`src/rtl/cordic_pkg.sv`:
```
`default_nettype none
// +----------------------------------------------------------------------------+
// | cordic_pkg                                                                 |
// | Shared CORDIC constants (Q4.28 radians), arctangent table and state type.  |
// | Revision: 1.0                                                              |
// +----------------------------------------------------------------------------+
package cordic_pkg;

    localparam int ATAN_LEN = 12;
    localparam int CNT_W    = 4;

    // atan(2^-i) in Q4.28 radians
    localparam logic signed [31:0] ATAN_TABLE [0:ATAN_LEN-1] = '{
        32'sd210828714, 32'sd124459457, 32'sd65760959, 32'sd33381289,
        32'sd16755421,  32'sd8385878,   32'sd4193962,  32'sd2097109,
        32'sd1048570,   32'sd524287,    32'sd262143,   32'sd131071
    };

    localparam logic signed [31:0] PI_HALF  = 32'sd421657428;
    localparam logic signed [31:0] PI       = 32'sd843314857;
    localparam logic        [15:0] INV_GAIN = 16'd39797;

    typedef enum logic [1:0] {
        S_IDLE = 2'd0,
        S_ITER = 2'd1,
        S_COMP = 2'd2,
        S_DONE = 2'd3
    } state_t;

endpackage
`default_nettype wire

```
`src/rtl/cordic_microrot.sv`:
```
`default_nettype none
// +----------------------------------------------------------------------------+
// | cordic_microrot                                                            |
// | Combinational single CORDIC micro-rotation on a WIDTH+2 bit x/y datapath.  |
// | Revision: 1.0                                                              |
// +----------------------------------------------------------------------------+
module cordic_microrot
    import cordic_pkg::*;
#(
    parameter int WIDTH = 32
) (
    input  logic signed [WIDTH+1:0] i_x,
    input  logic signed [WIDTH+1:0] i_y,
    input  logic signed [WIDTH-1:0] i_z,
    input  logic        [CNT_W-1:0] i_iter,
    input  logic                    i_dir_pos,
    output logic signed [WIDTH+1:0] o_x,
    output logic signed [WIDTH+1:0] o_y,
    output logic signed [WIDTH-1:0] o_z
);

    logic signed [WIDTH+1:0] w_x_sh;
    logic signed [WIDTH+1:0] w_y_sh;
    logic signed [WIDTH-1:0] w_atan;

    always_comb begin
        w_x_sh = i_x >>> i_iter;
        w_y_sh = i_y >>> i_iter;
        w_atan = WIDTH'(ATAN_TABLE[i_iter]);
        if (i_dir_pos) begin
            o_x = i_x + w_y_sh;
            o_y = i_y - w_x_sh;
            o_z = i_z + w_atan;
        end else begin
            o_x = i_x - w_y_sh;
            o_y = i_y + w_x_sh;
            o_z = i_z - w_atan;
        end
    end

endmodule
`default_nettype wire

```
`src/rtl/cordic_vectoring.sv`:
```
`default_nettype none
// +----------------------------------------------------------------------------+
// | cordic_vectoring                                                           |
// | Iterative vectoring-mode CORDIC: (x, y) -> magnitude and atan2 phase.      |
// | Optional gain compensation stage: define CORDIC_GAIN_COMP_EN.              |
// | Revision: 1.0                                                              |
// +----------------------------------------------------------------------------+
module cordic_vectoring
    import cordic_pkg::*;
#(
    parameter int WIDTH = 32,
    parameter int ITER  = 12
) (
    input  logic                    clk,
    input  logic                    rst_n,
    input  logic                    in_valid,
    output logic                    in_ready,
    input  logic signed [WIDTH-1:0] x_in,
    input  logic signed [WIDTH-1:0] y_in,
    output logic                    out_valid,
    input  logic                    out_ready,
    output logic        [WIDTH-1:0] magnitude,
    output logic signed [WIDTH-1:0] phase
);

    localparam int XW = WIDTH + 2;
    localparam logic signed [XW-1:0] MAG_MAX = XW'({1'b0, {(WIDTH-1){1'b1}}});

    state_t                  state_q, state_d;
    logic signed [XW-1:0]    x_q, x_d, y_q, y_d;
    logic signed [WIDTH-1:0] z_q, z_d;
    logic        [CNT_W-1:0] i_q, i_d;
    logic                    zero_q, zero_d;
    logic                    in_ready_q, in_ready_d;
    logic                    out_valid_q, out_valid_d;
    logic        [WIDTH-1:0] mag_q, mag_d;
    logic signed [WIDTH-1:0] phase_q, phase_d;

    logic signed [XW-1:0]    w_x_ext, w_y_ext, w_x0, w_y0;
    logic signed [WIDTH-1:0] w_z0;
    logic signed [XW-1:0]    w_x_nx, w_y_nx;
    logic signed [WIDTH-1:0] w_z_nx;

    function automatic logic [WIDTH-1:0] sat_mag(input logic signed [XW-1:0] v);
        if (v[XW-1])
            return '0;
        else if (v > MAG_MAX)
            return MAG_MAX[WIDTH-1:0];
        else
            return v[WIDTH-1:0];
    endfunction

    // Fold left-half-plane inputs into the right half so the iterations converge
    always_comb begin
        w_x_ext = XW'(x_in);
        w_y_ext = XW'(y_in);
        if (x_in[WIDTH-1] && !y_in[WIDTH-1]) begin
            w_x0 = w_y_ext;
            w_y0 = -w_x_ext;
            w_z0 = WIDTH'(PI_HALF);
        end else if (x_in[WIDTH-1]) begin
            w_x0 = -w_y_ext;
            w_y0 = w_x_ext;
            w_z0 = -WIDTH'(PI_HALF);
        end else begin
            w_x0 = w_x_ext;
            w_y0 = w_y_ext;
            w_z0 = '0;
        end
    end

    cordic_microrot #(
        .WIDTH (WIDTH)
    ) u_microrot (
        .i_x       (x_q),
        .i_y       (y_q),
        .i_z       (z_q),
        .i_iter    (i_q),
        .i_dir_pos (!y_q[XW-1]),
        .o_x       (w_x_nx),
        .o_y       (w_y_nx),
        .o_z       (w_z_nx)
    );

`ifdef CORDIC_GAIN_COMP_EN
    localparam int PW = XW + 17;
    logic signed [PW-1:0] w_prod;
    logic signed [XW-1:0] w_comp;

    assign w_prod = PW'(x_q) * PW'($signed({1'b0, INV_GAIN}));
    assign w_comp = XW'(w_prod >>> 16);
`endif

    always_comb begin
        state_d     = state_q;
        x_d         = x_q;
        y_d         = y_q;
        z_d         = z_q;
        i_d         = i_q;
        zero_d      = zero_q;
        out_valid_d = out_valid_q;
        mag_d       = mag_q;
        phase_d     = phase_q;
        case (state_q)
            S_IDLE: begin
                if (in_valid && in_ready_q) begin
                    x_d     = w_x0;
                    y_d     = w_y0;
                    z_d     = w_z0;
                    i_d     = '0;
                    zero_d  = (x_in == '0) && (y_in == '0);
                    state_d = S_ITER;
                end
            end
            S_ITER: begin
                x_d = w_x_nx;
                y_d = w_y_nx;
                z_d = w_z_nx;
                i_d = i_q + CNT_W'(1);
                if (i_q == CNT_W'(ITER - 1)) begin
`ifdef CORDIC_GAIN_COMP_EN
                    state_d = S_COMP;
`else
                    state_d     = S_DONE;
                    out_valid_d = 1'b1;
                    mag_d       = zero_q ? '0 : sat_mag(w_x_nx);
                    phase_d     = zero_q ? '0 : w_z_nx;
`endif
                end
            end
`ifdef CORDIC_GAIN_COMP_EN
            S_COMP: begin
                state_d     = S_DONE;
                out_valid_d = 1'b1;
                mag_d       = zero_q ? '0 : sat_mag(w_comp);
                phase_d     = zero_q ? '0 : z_q;
            end
`endif
            S_DONE: begin
                if (out_ready) begin
                    out_valid_d = 1'b0;
                    state_d     = S_IDLE;
                end
            end
            default: begin
                state_d     = S_IDLE;
                out_valid_d = 1'b0;
            end
        endcase
        in_ready_d = (state_d == S_IDLE);
    end

    always_ff @(posedge clk or negedge rst_n) begin
        if (!rst_n) begin
            state_q     <= S_IDLE;
            x_q         <= '0;
            y_q         <= '0;
            z_q         <= '0;
            i_q         <= '0;
            zero_q      <= 1'b0;
            in_ready_q  <= 1'b1;
            out_valid_q <= 1'b0;
            mag_q       <= '0;
            phase_q     <= '0;
        end else begin
            state_q     <= state_d;
            x_q         <= x_d;
            y_q         <= y_d;
            z_q         <= z_d;
            i_q         <= i_d;
            zero_q      <= zero_d;
            in_ready_q  <= in_ready_d;
            out_valid_q <= out_valid_d;
            mag_q       <= mag_d;
            phase_q     <= phase_d;
        end
    end

    assign in_ready  = in_ready_q;
    assign out_valid = out_valid_q;
    assign magnitude = mag_q;
    assign phase     = phase_q;

endmodule
`default_nettype wire

```
`config.mk`:
```
export PLATFORM = sky130hd
export DESIGN_NAME = cordic_vectoring
export DESIGN_NICKNAME = d
export VERILOG_FILES = /design/src/rtl/cordic_pkg.sv /design/src/rtl/cordic_microrot.sv /design/src/rtl/cordic_vectoring.sv
export SDC_FILE = /design/constraint.sdc
export NUM_CORES = 1
export LEC_CHECK = 0
export CAP_MARGIN = 10
export CELL_PAD_IN_SITES_DETAIL_PLACEMENT = 0
export CELL_PAD_IN_SITES_GLOBAL_PLACEMENT = 1
export CORE_MARGIN = 2
export CORE_UTILIZATION = 42
export CTS_CLUSTER_DIAMETER = 100
export DETAILED_ROUTE_END_ITERATION = 8
export PLACE_DENSITY = 0.81
export SLEW_MARGIN = 10
export SYNTH_ARGS = -nofsm -noshare
export SYNTH_HDL_FRONTEND = slang
export SYNTH_SLANG_ARGS = --single-unit
export TNS_END_PERCENT = 100
```
`constraint.sdc`:
```
create_clock -name clk -period 6.4 [get_ports clk]
set_input_delay 0.64 -clock clk [delete_from_list [all_inputs] [get_ports clk]]
set_output_delay 0.64 -clock clk [all_outputs]
set_load 0.01 [all_outputs]
```
== Word level (Yosys, flattened, before mapping) ==
Memories as Yosys holds them, arrays and structs flattened.
Cells that the tools add are included.
Cells by class
  add/sub/neg operators: 9
  multipliers: 0
  divide/modulo/power cells: 0
  order comparisons: 2
  equality and inequality tests: 6
  shift operators: 2
  mux-type cells: 30
  bitwise gates (word level): 2
  reduce and logical (&&, ||, !) cells: 13
Operators by type and width (number)
  $mux 32: 10
  $mux 34: 8
  $pmux 34 s2: 2
  $add 34x34->34: 2
  $neg 32->34: 2
  $sshr 34x4->34: 2
  $sub 34x34->34: 2
  $logic_not 32->1: 2
  $pmux 32 s2: 1
  $gt 34x32->1 const B: 1
  $add 32x32->32: 1
  $sub 32x32->32: 1
  $pmux 4 s2: 1
  $mux 2: 3
  $ne 2x2->1 const B: 3
  $pmux 2 s3: 1
  $reduce_and 2->1: 3
  $ge 5x5->1 const B: 1
  $not 4->5: 1
  $add 4x1->4 const B: 1
  $eq 4x4->1 const B: 1
  $logic_not 2->1: 2
  $mux 4: 1
  $logic_and 1x1->1: 3
  8 further kinds: 9
Storage, ports and cells
  register bits after elaboration: 173
  latch bits: 0
  memory bits (writable): 0
  ROM bits: 512
  bits of input ports: 68
  output and inout port bits: 66
  word-level logic and storage cells: 75
  memories: 1
Memories
  (name not given): depth 16, bits a word 32, rd ports 1, clocked after Yosys merged registers in 0, wr ports 0, RTL line cordic_microrot.sv:29  | w_atan = WIDTH'(ATAN_TABLE[i_iter]);

== Logic depth before layout (Yosys ltp) ==
Gate-level depths: netlist of run 1.
  depth after elaboration: 7
  mapped depth: 30
  gate-level depth less buffers: 26

== Modules after synthesis ==
A second synthesis of run 1 with hierarchy kept.
Second synthesis, totals
  cells, all modules: 2402
  area total of the unflattened synthesis: 19682.6 um^2
Modules (own cells, without submodules)
  cordic_microrot: instances 1, cells each 1417, area an instance 10495.1 um^2, sequential area each 0.0 um^2
  cordic_vectoring: instances 1, cells each 985, area an instance 9187.6 um^2, sequential area each 4330.4 um^2

== Least setup slack after synthesis of run 1 ==
OpenSTA, ideal clock, no wires.
  path kind: reg2reg
  start point: register i_q[3]
  end point: register mag_q[12], in the netlist magnitude[12]
  library setup time: 0.118 ns
  data arrival time: 6.362 ns
  required time: 6.282 ns
  setup slack: -0.080 ns
  cell stages (with the launch flop): 28
  buffers on the path: 9
  period minus slack after synthesis: 6.480 ns
  cells stage by stage: dfrtp_1 > buf_2 > buf_2 > buf_2 > buf_4 > buf_2 > buf_2 > buf_2 > buf_1 > mux2_2 > mux4_2 > o21ai_0 > and2b_1 > a21oi_1 > xor2_1 > ha_1 > a21o_1 > a2111o_1 > a21oi_1 > nor3_1 > nor2_1 > o21bai_1 > o211ai_1 > or4b_2 > a31o_2 > clkbuf_1 > nor2_1 > o21ai_2
On the way
  cells in the longest elaborated chain, start to end: 7
  elaborated cells between the ends (all ways): 10
  classes of those cells: add/sub: 2; order compare: 1; eq/ne: 1; shift: 1; mux: 4; reduce/logical: 1
RTL lines
  from (decl): RTL line cordic_vectoring.sv:32  | logic [CNT_W-1:0] i_q, i_d;
  from (signal assigned): RTL line cordic_vectoring.sv:170  | i_q <= i_d;
  $sshr 34x4->34: RTL line cordic_microrot.sv:28  | w_y_sh = i_y >>> i_iter;
  $add 34x34->34 or $sub 34x34->34 (tied branches): RTL line cordic_microrot.sv:31, cordic_microrot.sv:35
  $mux 34: RTL line cordic_microrot.sv:30  | if (i_dir_pos) begin
  $gt 34x32->1: RTL line cordic_vectoring.sv:47  | else if (v > MAG_MAX)
  $mux 32: RTL line cordic_vectoring.sv:47
  $mux 32: RTL line cordic_vectoring.sv:45  | if (v[XW-1])
  $mux 32: RTL line cordic_vectoring.sv:126  | mag_d = zero_q ? '0 : sat_mag(w_x_nx);
  to (signal assigned): RTL line cordic_vectoring.sv:174  | mag_q <= mag_d;
  to (decl): RTL line cordic_vectoring.sv:36  | logic [WIDTH-1:0] mag_q, mag_d;
Parallel ways exist; a longest one is shown, timed or not.
A chain may end at the register's enable or synchronous reset.

== Final worst setup path of run 1 ==
  start point: register i_q[0]
  end point: register mag_q[9], in the netlist magnitude[9]
Same word-level chain as after synthesis.

==> results of run 1 <==
-- stage by stage --
| stage | utilization (%) | cell area [µm²] | setup WS (ns) | TNS (ns) | hold WS [ns] |
|---|---|---|---|---|---|
| 4_1_cts | 50.4 | 23500 | 0.0250 | 0 | 0.207 |
| 5_1_grt | 51.2 | 23900 | -0.0395 | -0.270 | 0.236 |
| 3_3_place_gp | 49.1 | 22900 | 0.0166 | 0 | 0.462 |
| 6_report | 51.2 | 23900 | 0.138 | 0 | 0.162 |
| 2_1_floorplan | - | 19900 | 0.0434 | 0 | 0.344 |
| 3_5_place_dp | 49.1 | 22900 | -0.0900 | -2.18 | 0.466 |
-- final cells by class --
cell class	count	area share, %
repair buffers	343	12.7
inverters	52	0.817
clock inverters	15	0.733
multi-input cells	2055	62.6
well taps	607	3.18
flip-flops and latches	173	18.2
clock buffers	17	1.78
-- layer usage --
| metal | GRT usage, % | routed length (µm) |
|---|---|---|
| met1 | 39.7 | 32600 |
| met2 | 49.3 | 35400 |
| met3 | 5.94 | 5680 |
| met4 | 16.4 | 3910 |
| met5 | 0 | 0 |
-- final timing paths --
path	from	end	slack, ns
setup / recovery	i_q[0]$_DFFE_PN0P_	magnitude[9]$_DFFE_PN0P_	0.14
hold / removal	rst_n	magnitude[31]$_DFFE_PN0P_	0.16
setup reg to reg	i_q[0]$_DFFE_PN0P_	magnitude[9]$_DFFE_PN0P_	0.14
hold reg to reg	phase[1]$_DFFE_PN0P_	phase[1]$_DFFE_PN0P_	0.48
max in group asynchronous	rst_n	i_q[0]$_DFFE_PN0P_	5.19
min in group clk	phase[1]$_DFFE_PN0P_	phase[1]$_DFFE_PN0P_	0.48
-- synth_stat cells (all sizes together) (22+ instances only) --
cell type	n
o21ai	170
buf	58
o31ai	24
nand3	96
clkbuf	109
a21oi	224
xor2	93
nor3	42
a21o	51
ha	108
mux4	66
xnor2	126
nand2b	22
a22o	32
dfrtp	172
mux2i	62
inv	51
a211oi	76
and2	23
nand2	254
nor2b	23
mux2	36
nor2	220
-- sequential cells by signal, indices dropped and copies added, names as in the netlist --
register,count
out_valid,1
phase,32
x_q,34
i_q,4
y_q,34
z_q,32
magnitude,32
state_q,2
in_ready,1
zero_q,1
-- critical path, stage by stage (launching register included) --
cell      delay (ns)
dfrtp_4         0.52
buf_4           0.17
buf_4           0.14
buf_4           0.16
mux4_2          0.49
buf_6           0.15
mux2i_1         0.15
mux2i_1         0.13
a211oi_2        0.31
buf_4           0.17
buf_4           0.10
or4bb_4         0.58
or3_4           0.39
buf_4           0.16
nor3_1          0.17
o32ai_1         0.10
a22o_1          0.20
ha_1            0.31
buf_4           0.17
nand2_1         0.11
o21ai_0         0.11
o21bai_1        0.19
o211ai_1        0.08
or4b_4          0.54
a31o_4          0.34
nor2_4          0.13
o21ai_2         0.06
-- kinds of logic after synthesis --
family	synth area share [%]
and+or+nand+nor	18.3
xor gates and xnor gates	9.66
adders and majority gates	7.08
AOI/OAI and AO/OA	25.8
buffers and inverters	4.72
DFF	21.7
muxes	12.7
-- repair_timing --
item,in CTS,in global routing
gates cloned,0,5
hold buffers,0,0
pin swaps,0,15
endpoints found under the setup margin,31,40
gates resized for setup,2,57
setup buffers,0,8
==> metrics.txt, run 1 <==
max cap viols=0; Max Transition Viols Final=0; area taken by multi-input logic gates=15000 µm²; sequential fraction of the synthesis area=21.7%; IO buf count=133; syn_area_per_cell=8.15 µm²; P&R area growth vs syn=19.9%; minimum clock period=between 6 and 7 ns; die height=approximately 220 µm; Die ar.=49200 µm²; vias in the first global route=19400; EDFF count, synth=0; R2R depth=26; Yosys cell types=between 90 and 100; wire length per cell=23.8 µm; critical path class=flop to flop; post-route ant nets=0; first-pass GRT wire length=117 mm; htree depth=4; worst slew pin tran=1.04 ns; CTS tree=yes; asr flop ratio synth=100%; count of final hold-check violations=0; root buf cell=clkbuf_16; maximum clock rate=160 MHz; most common flop cell mapped by yosys=dfrtp_1; Num CTS Buffers=17; Setup Skew=0.0176 ns; Synth warnings=0; sequential cell area=about 4300 µm²; initial antenna violation count=0; GPL Wtd Cong=roughly 0.98; clk buf depth=2; # placed instances=3217; row count=approximately 80; Tightest Hold Check Type=input port to asynchronous set/reset pin; DR pass1 iterations=8; vias per cell=6.28; final setup fails=0; critical path arrival=about 6.7 ns; Total Wirelength=about 78 mm; top-level I/O count=134; failing checks=DRC; Cells after Synth=2444; largest net degree at the start of global routing=98; Sink Count=173; Rel. slew slack=29.9%; worst skew pair latency=0.52 ns; top cells by area, synth=dfrtp_1 22%, mux4_2 7.2%, ha_1 6.8%; Mapped Nets=roughly 2600; fin nets=2821; Worst Path Max Fanout=8; Yosys top cell by area=dfrtp_1; GRT overflow=0; CP required=roughly 6.8 ns; 1st-iter DRT viols=1964; Yosys top cell area share=21.6%; Fillers=4468; Ant. Diodes=0; Yosys reg bits=173; Post-Synthesis Cell Area=19900 µm²; chip width=222 µm; layout cell share with drive strength beyond 1=between 10% and 20%; All-Layer GR Usage=30.9%; core area=between 40000 and 50000 µm²; most common cell after layout, fill and taps aside=nand2_1; most frequent cells in the layout=254 x nand2_1, 219 x a21oi_1, 209 x nor2_1; clock-pin slew on the worst setup and hold paths=0.09 ns; crit path capture type=flop; outcome=finished, violations left; Final period util=97.8%; # DRC=9; initial core utilization=42.7%; crit path launch type=flop; final cell count without fillers=3262; via count=20500; detailed placement HPWL=about 60 mm
Power of run 1 is not shown: default switching activity piles up to over one toggle a cycle in this logic, so the estimate is an artifact.
==> inputs of run 2 (changes only) <==
Settings changed: ABC_CLOCK_PERIOD_IN_PS from default to 6400, SYNTH_HIERARCHICAL from default to 1.
==> run 2 against run 1 <==
  * Global-route usage increased by 1.7 points
  * Routed wire length grew 1.9%
  * Utilization is 1.4 points lower
  * Synthesized cell count fell by 1.7%
  * Register-to-register slack better by 0.19 ns
  * The flow now finishes without violations
  * Highest routed layer is now met5
  * Via count increased by 0.33%
==> metrics.txt, run 2 <==
Final period util=94.8%; maximum clock rate=165 MHz; hold_buf cts=0; Die ar.=approximately 49000 µm²; Max Transition Viols Final=0; layout cell share with drive strength beyond 1=~14%; Mapped Nets=2582; top-level I/O count=134; Worst Path Max Fanout=45; final cell count without fillers=~3200; chip width=220 µm; die height=220 µm; wire length per cell=24.9 µm; CP required=6.79 ns; final setup fails=0; largest net degree at the start of global routing=approximately 120; outcome=finished, final reports clean; Yosys top cell by area=dfrtp_1; sequential fraction of the synthesis area=between 20 and 25%; Yosys reg bits=173; detailed placement HPWL=60.8 mm; P&R area growth vs syn=17.2%; Yosys top cell area share=21.9%; most frequent cells in the layout=277 x nand2_1, 218 x a21oi_1, 208 x nor2_1; root buf cell=clkbuf_16; worst skew pair latency=0.50 ns; All-Layer GR Usage=32.6%; htree depth=4; syn_area_per_cell=between 8 and 9 µm²; count of final hold-check violations=0; worst slew pin tran=1.03 ns; cell with the most instances after synthesis=nand2_1; fin area=roughly 23000 µm²; critical path class=flop to flop; Largest regs=x_q x34, y_q x34; Rel. slew slack=a little under a third; placed inst area=approximately 22000 µm²; GRT overflow=0; IO buf count=~130; # DRC=0; Total Wirelength=79.1 mm; Sink Count=about 170; asr flop ratio synth=100%; setup TNS=0 ns; row count=between 70 and 80; most frequent cells after synthesis=277 x nand2_1, 218 x a21oi_1, 210 x nor2_1, 172 x dfrtp_1, 139 x xnor2_1; top cells by area, synth=dfrtp_1 22%, mux4_2 8.4%, ha_1 6.9%; vias in the first global route=20000; Ant. Diodes=0; CTS tree=yes; most common cell after layout, fill and taps aside=nand2_1; 1st-iter DRT viols=2041; Cells after Synth=between 2000 and 2500; Yosys cell types=100; initial core utilization=42.5%; via count=20500; GPL Wtd Cong=0.992; Post-Synthesis Cell Area=19700 µm²; Setup Skew=0.0154 ns; critical path arrival=6.45 ns; DR pass1 iterations=5; crit path capture type=flop; core area=around 46000 µm²; first-pass GRT wire length=120 mm; minimum clock period=just over 6 ns; EDFF count, synth=0; most common flop cell mapped by yosys=dfrtp_1; Fillers=around 4500; max cap viols=0; clk buf depth=2; vias per cell=6.47; fin nets=2738; Synth warnings=6; # placed instances=3139; initial antenna violation count=1; Num CTS Buffers=17; Tightest Hold Check Type=input port to asynchronous set/reset pin; clock-pin slew on the worst setup and hold paths=0.08 ns; crit path launch type=flop; post-route ant nets=0
run 2: changes by cell type in the layout (fill, tap and decap cells not counted), moves of 23 or more:
cell	delta
mux2i_1	-24
buf_4	-51
o21ai_1	+32
a211oi_1	-34
nand3_1	-46
o21ai_2	-32
nand2_1	+23
run 2: logic make-up (layout without fill, tap and decap cells):
| group | after synthesis | after routing | synth area share [%] |
|---|---|---|---|
| buffers and inverters | 210 | 379 | 4.60 |
| adders and majority gates | 112 | 112 | 7.23 |
| muxes | 132 | 132 | 11.5 |
| DFF | 173 | 173 | 22.0 |
| AOI/OAI and AO/OA | 763 | 763 | 25.3 |
| and+or+nand+nor | 795 | 795 | 19.7 |
| xor gates and xnor gates | 217 | 217 | 9.69 |
run 2: area by class of cell:
class	count	area [µm²]	area share [%]
clock inverter	15	171	0.743
sequential	173	4340	18.8
clock buffer	17	425	1.84
tap	607	759	3.29
inverter	55	206	0.895
multi-input combinational	2019	14500	63.0
timing repair buffer	292	2620	11.4
run 2: metrics by stage:
step	worst slack, ns	hold WS [ns]	utilization (%)
after floorplan	0.00687	0.344	-
after global placement	0.174	0.460	48.2
after detailed placement	0.123	0.465	48.2
after CTS	0.0404	0.323	49.5
after global routing	-0.0176	0.393	49.8
final	0.332	0.312	49.8
run 2: critical path, stage by stage, from the launching register on:
cell	delay (ns)
dfrtp_4	0.55
inv_2	0.12
buf_12	0.26
ha_1	0.32
buf_4	0.18
nand2_1	0.05
o21ai_1	0.20
ha_1	0.23
and3_1	0.20
and4b_1	0.27
a21oi_1	0.08
o32a_1	0.39
ha_1	0.33
a21oi_1	0.29
o21ai_0	0.18
a211oi_1	0.28
o31ai_1	0.19
a221oi_1	0.48
nor3_1	0.16
o41a_1	0.42
o21a_1	0.18
nor2_1	0.11
xnor2_1	0.12
a221o_1	0.33
run 2: worst paths after layout:
kind,start,end,slack (ns),depth (start not counted)
max,i_q[1]$_DFFE_PN0P_,z_q[30]$_DFFE_PN0P_,0.33,23
min,rst_n,phase[7]$_DFFE_PN0P_,0.31,1
max reg2reg,i_q[1]$_DFFE_PN0P_,z_q[30]$_DFFE_PN0P_,0.33,23
min reg2reg,out_valid$_DFFE_PN0P_,out_valid$_DFFE_PN0P_,0.48,2
max in group asynchronous,rst_n,y_q[21]$_DFFE_PN0P_,4.70,2
min in group clk,out_valid$_DFFE_PN0P_,out_valid$_DFFE_PN0P_,0.48,2
run 2: layer usage:
| layer | track usage, % | part of all wire [%] | vias up | wire (µm) |
|---|---|---|---|---|
| li1 | - | - | 9292 | - |
| met3 | 5.99 | 7.5 | 231 | 5970 |
| met2 | 53.9 | 47 | 992 | 37100 |
| met1 | 39.0 | 39 | 10000 | 30700 |
| met5 | 1.21 | 0.099 | - | 78 |
| met4 | 20.3 | 6.5 | 2 | 5180 |
run 2: timing repair:
| action | CTS | global route |
|---|---|---|
| setup endpoints to repair | 0 | 48 |
| buffers inserted | 0 | 8 |
| gates resized for setup | 0 | 14 |
Power of run 2 is left out for the same reason.
==> inputs of run 3 (changes only) <==
Settings changed: SLEW_MARGIN 10 to default.
==> results of run 3 <==
Same layout as run 2: the final DEF is identical, and so are final timing and power.
Power of run 3 is left out for the same reason.
